<file path="src/rtl/svo_tmds_dec.sv">
// TMDS channel decoder: finds word alignment through bitslip requests, then
// decodes data, control and DE. Define SVO_TMDS_DEC_DISP_CHECK_EN to enable the disparity monitor.
module svo_tmds_dec #(
  parameter int LOCK_RUN         = 8,
  parameter int SEARCH_WORDS     = 1024,
  parameter int SLIP_WAIT_CYCLES = 4,
  parameter int LOSS_WORDS       = 4096,
  parameter int DISP_LIMIT       = 10
) (
  input  logic        clk,
  input  logic        resetn,
  input  logic [9:0]  din,
  input  logic        din_valid,
  output logic        bitslip,
  output logic        locked,
  output logic [7:0]  dout,
  output logic [1:0]  ctrl,
  output logic        de,
  output logic        dout_valid,
  output logic [15:0] err_cnt
);

  localparam int RUN_W  = $clog2(LOCK_RUN + 1);
  localparam int SRCH_W = $clog2(SEARCH_WORDS + 1);
  localparam int WAIT_W = $clog2(SLIP_WAIT_CYCLES + 1);
  localparam int LOSS_W = $clog2(LOSS_WORDS + 1);

  // rd must hold DISP_LIMIT+5 in 7 signed bits
  if (LOCK_RUN < 1 || SEARCH_WORDS < 1 || SLIP_WAIT_CYCLES < 1 || LOSS_WORDS < 1 ||
      DISP_LIMIT < 1 || DISP_LIMIT > 58) begin : g_bad_param
    $error("svo_tmds_dec: parameter out of range");
  end

  typedef enum logic [1:0] {SEARCH, SLIP_WAIT, LOCKED} state_t;

  state_t            state, state_nxt;
  logic [RUN_W-1:0]  run_q, run_d;
  logic [SRCH_W-1:0] srch_q, srch_d;
  logic [WAIT_W-1:0] wait_q, wait_d;
  logic [LOSS_W-1:0] loss_q, loss_d;
  logic              slip_d;

  logic              is_ctrl;
  logic [1:0]        tok;
  logic [7:0]        d, dec;

  always_comb begin
    is_ctrl = 1'b1;
    tok     = 2'b00;
    case (din)
      10'b1101010100: tok = 2'b00;
      10'b0010101011: tok = 2'b01;
      10'b0101010100: tok = 2'b10;
      10'b1010101011: tok = 2'b11;
      default:        is_ctrl = 1'b0;
    endcase
  end

  // undo the optional inversion, then the XOR/XNOR chain
  assign d      = din[9] ? ~din[7:0] : din[7:0];
  assign dec[0] = d[0];
  for (genvar i = 1; i < 8; i++) begin : g_dec
    assign dec[i] = din[8] ? (d[i] ^ d[i-1]) : ~(d[i] ^ d[i-1]);
  end

  always_comb begin
    state_nxt = state;
    run_d     = run_q;
    srch_d    = srch_q;
    wait_d    = wait_q;
    loss_d    = loss_q;
    slip_d    = 1'b0;
    case (state)
      SEARCH: begin
        if (din_valid) begin
          if (is_ctrl)
            run_d = (run_q == RUN_W'(LOCK_RUN)) ? run_q : run_q + RUN_W'(1);
          else
            run_d = '0;
          srch_d = (srch_q == SRCH_W'(SEARCH_WORDS)) ? srch_q : srch_q + SRCH_W'(1);
          // a lock on the same word as search expiry takes priority
          if (run_d == RUN_W'(LOCK_RUN)) begin
            state_nxt = LOCKED;
            run_d     = '0;
            srch_d    = '0;
          end else if (srch_d == SRCH_W'(SEARCH_WORDS)) begin
            state_nxt = SLIP_WAIT;
            slip_d    = 1'b1;
            run_d     = '0;
            srch_d    = '0;
            wait_d    = '0;
          end
        end
      end
      SLIP_WAIT: begin
        wait_d = (wait_q == WAIT_W'(SLIP_WAIT_CYCLES)) ? wait_q : wait_q + WAIT_W'(1);
        if (wait_d == WAIT_W'(SLIP_WAIT_CYCLES)) begin
          state_nxt = SEARCH;
          wait_d    = '0;
          run_d     = '0;
          srch_d    = '0;
        end
      end
      LOCKED: begin
        if (din_valid) begin
          if (is_ctrl)
            loss_d = '0;
          else
            loss_d = (loss_q == LOSS_W'(LOSS_WORDS)) ? loss_q : loss_q + LOSS_W'(1);
          if (loss_d == LOSS_W'(LOSS_WORDS)) begin
            state_nxt = SEARCH;
            loss_d    = '0;
            run_d     = '0;
            srch_d    = '0;
          end
        end
      end
      default: state_nxt = SEARCH;
    endcase
  end

  always_ff @(posedge clk) begin
    if (!resetn) begin
      state      <= SEARCH;
      run_q      <= '0;
      srch_q     <= '0;
      wait_q     <= '0;
      loss_q     <= '0;
      bitslip    <= 1'b0;
      dout       <= '0;
      ctrl       <= '0;
      de         <= 1'b0;
      dout_valid <= 1'b0;
    end else begin
      state      <= state_nxt;
      run_q      <= run_d;
      srch_q     <= srch_d;
      wait_q     <= wait_d;
      loss_q     <= loss_d;
      bitslip    <= slip_d;
      dout_valid <= din_valid;
      // gating follows the state the word was sampled in
      if (din_valid) begin
        if (state != LOCKED) begin
          de   <= 1'b0;
          dout <= '0;
          ctrl <= 2'b00;
        end else if (is_ctrl) begin
          de   <= 1'b0;
          dout <= '0;
          ctrl <= tok;
        end else begin
          de   <= 1'b1;
          dout <= dec;
        end
      end
    end
  end

  assign locked = (state == LOCKED);

`ifdef SVO_TMDS_DEC_DISP_CHECK_EN
  localparam logic signed [7:0] LIM = 8'(DISP_LIMIT);

  logic signed [6:0] rd;
  logic signed [7:0] rd_sum;
  logic [3:0]        ones;
  logic              over;

  always_comb begin
    ones = '0;
    for (int k = 0; k < 10; k++) ones = ones + 4'(din[k]);
  end

  assign rd_sum = {rd[6], rd} + {4'b0, ones} - 8'sd5;
  assign over   = (rd_sum > LIM) || (rd_sum < -LIM);

  always_ff @(posedge clk) begin
    if (!resetn) begin
      rd      <= '0;
      err_cnt <= '0;
    end else if (state == LOCKED) begin
      if (din_valid && !is_ctrl) begin
        if (over) begin
          rd <= '0;
          if (err_cnt != 16'hFFFF) err_cnt <= err_cnt + 16'd1;
        end else begin
          rd <= rd_sum[6:0];
        end
      end
      if (state_nxt != LOCKED) rd <= '0;
    end
  end
`else
  assign err_cnt = '0;
`endif

endmodule
</file>
<file path="config.mk">
export PLATFORM = sky130hd
export DESIGN_NAME = svo_tmds_dec
export DESIGN_NICKNAME = d
export VERILOG_FILES = /design/src/rtl/svo_tmds_dec.sv
export SDC_FILE = /design/constraint.sdc
export NUM_CORES = 1
export LEC_CHECK = 0
export CORE_MARGIN = 1.5
export CORE_UTILIZATION = 56
export CTS_BUF_LIST = sky130_fd_sc_hd__clkbuf_16
export DETAILED_ROUTE_END_ITERATION = 16
export GPL_TIMING_DRIVEN = 0
export PLACE_DENSITY = 0.87
export REMOVE_ABC_BUFFERS = 1
export SLEW_MARGIN = 20
export SYNTH_ARGS = -nofsm -noshare
export SYNTH_HDL_FRONTEND = slang
export SYNTH_SLANG_ARGS = --single-unit
</file>
<file path="constraint.sdc">
create_clock -name clk -period 3.1 [get_ports clk]
set_input_delay 0.775 -clock clk [delete_from_list [all_inputs] [get_ports clk]]
set_output_delay 0.775 -clock clk [all_outputs]
set_load 0.05 [all_outputs]
</file>
# Word-level counts from Yosys, hierarchy flattened
# Index checks and enable logic that the tools add are counted.
[totals]
reg_bits = 46
latch_bits = 0
ramBits = 0
mem_bits_ro = 0
in_bits = 13
output_inout_bits = 30
elab_cells = 119
mem_count = 0
[op_classes]
addsub = 4
mul = 0
div = 0
order_cmp = 0
n_eq_ne = 22
shift = 0
mux = 54
bitwise = 18
n_reduce_logical = 11
[op_table]
columns = ["operator", "count"]
rows = [
  ["$mux W11", 7],
  ["$mux W13", 5],
  ["$mux W4", 10],
  ["$pmux W11 S3", 1],
  ["$eq A13 B13 Y1 const B", 2],
  ["$mux W8", 3],
  ["$eq A11 B11 Y1 const B", 2],
  ["$eq A10 B10 Y1 const B", 2],
  ["$mux W2", 8],
  ["$mux W3", 5],
  ["$add A13 B1 Y13 const B", 1],
  ["$ne A2 B2 Y1 const B", 6],
  ["$pmux W2 S3", 2],
  ["$pmux W4 S3", 1],
  ["$add A11 B1 Y11 const B", 1],
  ["$mux W1", 11],
  ["$eq A10 B8 Y1 const B", 1],
  ["$eq A10 B9 Y1 const B", 1],
  ["$not A1 Y1", 10],
  ["$reduce_and A5 Y1", 2],
  ["$eq A4 B4 Y1 const B", 2],
  ["$not A8 Y8", 1],
  ["$reduce_or A4 Y1", 2],
  ["$xor A1 B1 Y1", 7],
  ["other kinds (13)", 16],
]

# Longest topological paths before layout
[logic_depth]
word_depth = 10
mapped_depth = 11
mapped_depth_nobuf = 9

# Least setup slack after synthesis
# No wires, ideal clock.
[synth_timing]
path_type = "input port to flip-flop"
from = "input port din[8]"
to = "register wait_q[2]"
setup_time_ns = 0.095
arrival_ns = 2.538
t_required_ns = 3.005
path_slack_ns = 0.467
stages = 9
path_buffers = 2
cell_sequence = "clkbuf_1 -> and2_1 -> nand2_1 -> o41ai_1 -> clkbuf_1 -> a31oi_1 -> nand4_1 -> nand2_1 -> a221oi_1"
[synth_via]
elab_chain_len = 9
word_cells_on_any_way = 12
cone_classes = "6 x eq/ne; 4 x mux; 2 x reduce/logical"
[synth_lines]
columns = ["item", "line", "rtl"]
rows = [
  ["start, declared", "12", "input logic [9:0] din,"],
  ["$eq A10 B10 Y1 (tied with other cells)", "50", "case (din)"],
  ["$reduce_or A4 Y1 (no source line) *", "--", ""],
  ["$mux W1 *", "50", ""],
  ["$mux W4 *", "76", "if (is_ctrl)"],
  ["$mux W4 *", "75", "if (din_valid) begin"],
  ["$mux W4 *", "73", "case (state)"],
  ["$eq A4 B4 Y1 *", "82", "if (run_d == RUN_W'(LOCK_RUN)) begin"],
  ["$ne A2 B2 Y1 (no source line) *", "--", ""],
  ["$reduce_and A4 Y1 (no source line) *", "--", ""],
  ["end signal, assigned", "138", "wait_q <= wait_d;"],
  ["end, declared", "39", "logic [WAIT_W-1:0] wait_q, wait_d;"],
]
# Every way passes the cells marked *; elsewhere a longest branch is shown, timed or not. The select of a mux whose other input is x is not followed.
# A chain may end at the register's enable or synchronous reset.

# Final worst setup path
[layout_timing]
from = "register loss_q[0]"
to = "register srch_q[6]"
[layout_via]
elab_chain_len = 8
word_cells_on_any_way = 9
cone_classes = "1 x add/sub; 3 x eq/ne; 4 x mux; 1 x reduce/logical"
[layout_lines]
columns = ["item", "line", "rtl"]
rows = [
  ["start, declared", "40", "logic [LOSS_W-1:0] loss_q, loss_d;"],
  ["start signal, assigned", "139", "loss_q <= loss_d;"],
  ["$add A13 B1 Y13 or $eq A13 B13 Y1 (tied branches)", "109", "loss_d = (loss_q == LOSS_W'(LOSS_WORDS)) ? loss_q : loss_q + LOSS_W'(1);"],
  ["$mux W13 *", "109", ""],
  ["$mux W13 *", "106", "if (is_ctrl)"],
  ["$mux W13 *", "105", "if (din_valid) begin"],
  ["$mux W13 *", "73", ""],
  ["$eq A13 B13 Y1 *", "110", "if (loss_d == LOSS_W'(LOSS_WORDS)) begin"],
  ["$ne A2 B1 Y1 (no source line) *", "--", ""],
  ["$reduce_and A5 Y1 (no source line) *", "--", ""],
  ["end signal, assigned", "137", "srch_q <= srch_d;"],
  ["end, declared", "38", "logic [SRCH_W-1:0] srch_q, srch_d;"],
]
# Marked as above.

==> flow_summary.yaml <==
placement:
  place.gp.congestion: 0.859
  dp_slack_ps: -1040
  hpwl_um: 5530
  numPortBuffers: 26
clocking:
  path_clk_slew_ps: 60
  cts_num_sinks: 46
  worstSkewPairLatency_ps: 290
  cts_tree: "done"
  cts_max_path_buffers: 2
  hold_buffers: 0
  cts_root_buf: "clkbuf_16"
  numCtsBuffers: 5
  htree_num_levels: 2
detailed_routing:
  wirelength_um: 8400
  first_iter_violations: 236
  viasPerCell: 6.29
  wl_per_cell_um: 16.0
  route.met2.wl_um: 4190
  antenna_left: 0
  vias: 3310
  highest_layer: "met4"
  first_pass_iters: 7
  wl_met1_um: 3520
  wl_met3_um: 538
  drc: 0
synthesis:
  syn_avg_cell_area_um2: 7.58
  synthArstFlopShare: 0
  synth-seq-area-share: 0.276
  synth.most_common_cell: "nor2_1"
  ys_seq_elements: 46
  synthDistinctLibCells: 70
  yosysTopAreaCellShare: 0.276
  synth_edf_count: 0
  ys_dominant_reg_cell: "dfxtp_1"
  synth_area_leaders: "dfxtp_1 (28%), nor2_1 (5.6%), a21oi_1 (4.7%)"
  syn_area_mm2: 0.00333
  yosysTopAreaCell: "dfxtp_1"
  synth_warnings: 0
  synthTopCellsByCount: "nor2_1 (50), dfxtp_1 (46), nand2_1 (35)"
  synth_cells: 440
floorplanning:
  num_rows: 27
  io_pins: 43
  die_y_um: 80.2
  dieArea_mm2: 0.00643
  die_x_um: 80.2
  coreArea_mm2: 0.00564
  initial_core_util: 0.591
min_path:
  hp-start: "de"
  hold_depth: 2
  hp-class: "reg -> reg"
sta:
  setup_violations: 0
  whs_ps: 469
  fin_crit_sh: 0.960
  hold_viol_final: 0
  relSlewSlack: 0.538
  worst_pin_slew_ps: 692
  maxSlewViolCount: 0
  finalClockSkew_ps: 7.21
  timing.fmax_mhz: 336
  fin_crit_ps: 2980
  fin_ws_ps: 124
grt:
  antenna_found_initial: 0
  overflow: 0
  grt_pass1_wl_um: 13400
  grt_pass1_vias: 2838
  grt_use_total: 0.262
  grt_max_degree: 39
critical_path:
  reg2regPathDepth: 9
  cp_max_fo: 11
  startpoint: "loss_q[0]"
  arrival_ps: 3170
  cp-start-kind: "register"
  r2r_start: "loss_q[0]"
  cp_cell_sequence: "ha_2, nand3_2, or4b_1, a22oi_1, o2111a_2, a31oi_4, buf_6, or4b_4, o41ai_2"
  critPathKind: "reg -> reg"
  slowest_stage: "or4b_1"
  crit_required_ps: 3290
  critPathCaptureType: "register"
  critPathMaxStageDelay_ps: 570
layout:
  final_net_count: 478
  synthToLayoutAreaGrowth_pct: 14.5
  antennaDiodeCount: 0
  drive_gt1_frac: 0.0903
pwr:
  leakagePower_nw: 1.39
  power.density_mw_per_mm2: 332
  power_w: 0.00127
  ir_worst_vdd_uv: 337
job:
  drv_cap: 0
outcome:
  outcome: "finished, final reports clean"
==> registers in the layout, indices dropped and copies added, names as in the netlist <==
register    cells
state           2
srch_q         11
dout_valid      1
loss_q         13
bitslip         1
dout            8
de              1
run_q           4
wait_q          3
ctrl            2
==> per-stage QoR <==
step,instances,utilization,TNS (ps),area [µm²]
floorplan,413,-,-18670,3140
global placement,511,0.619,-83330,3490
detailed placement,514,0.626,-20250,3530
CTS,525,0.666,0,3760
global route,526,0.677,-5.14,3820
finish,526,0.677,0,3820
==> area by class of cell <==
type	count	area, µm²
multi-input combinational	347	2260
clock inverter	3	12.5
inverter	20	75.1
tap	72	90.1
sequential	46	925
timing repair buffer	33	327
fill	448	1820
clock buffer	5	125
==> worst max-delay path, delay by kind of cell (launching register included) <==
family          cells  cell delay (ps)
compound gates      4              820
fa+ha+maj           1              250
buf+inv             1              170
simple gates        3             1250
flops               1              390
==> logic make-up after synthesis <==
logic type / count (synthesis) / share of synthesized area
buf+inv: 62 / 0.0972
fa+ha+maj: 12 / 0.0450
simple gates: 195 / 0.314
other cells: 1 / 0.00112
xor+xnor: 20 / 0.0525
mux: 7 / 0.0218
compound gates: 97 / 0.193
flops: 46 / 0.276
==> layout by cell type, fill, tap and decap left out, types with 5 or more instances in the layout <==
cell type / count
dfxtp_1: 43
nand4b_1: 5
nand4_1: 12
ha_1: 11
conb_1: 16
nor2_1: 48
a21oi_1: 30
nand2_1: 34
inv_1: 20
nand2b_1: 5
mux2i_1: 5
nand3_1: 23
clkdlybuf4s50_1: 18
o22ai_1: 5
nor4_1: 7
or3_1: 6
clkbuf_16: 5
and2_1: 5
o21ai_0: 17
xnor2_1: 16
nor3_1: 14
dlymetal6s2s_1: 6
==> metal layers <==
metal	GRT usage	vias to the layer above
li1	-	1588
met1	0.342	1559
met3	0.0375	18
met2	0.445	145
met5	0	-
met4	0.0793	0
==> power breakdown <==
| group | switching (W) | internal, W | total [W] |
|---|---|---|---|
| registers | 0.00000393 | 0.000594 | 0.000598 |
| clock network | 0.000226 | 0.000292 | 0.000518 |
| logic | 0.000107 | 0.0000427 | 0.000150 |
| total | 0.000338 | 0.000929 | 0.00127 |
==> worst paths after layout <==
kind / slack, ps / end
min: 470 / de
max: 120 / srch_q[6]
max reg2reg: 120 / srch_q[6]
min reg2reg: 470 / de
==> what timing repair did <==
item                       CTS  global route
setup buffers                3             1
pin swaps                    2             1
gates resized for setup     16            16
setup endpoints to repair   33            35
(Power assumes the default switching activity.)
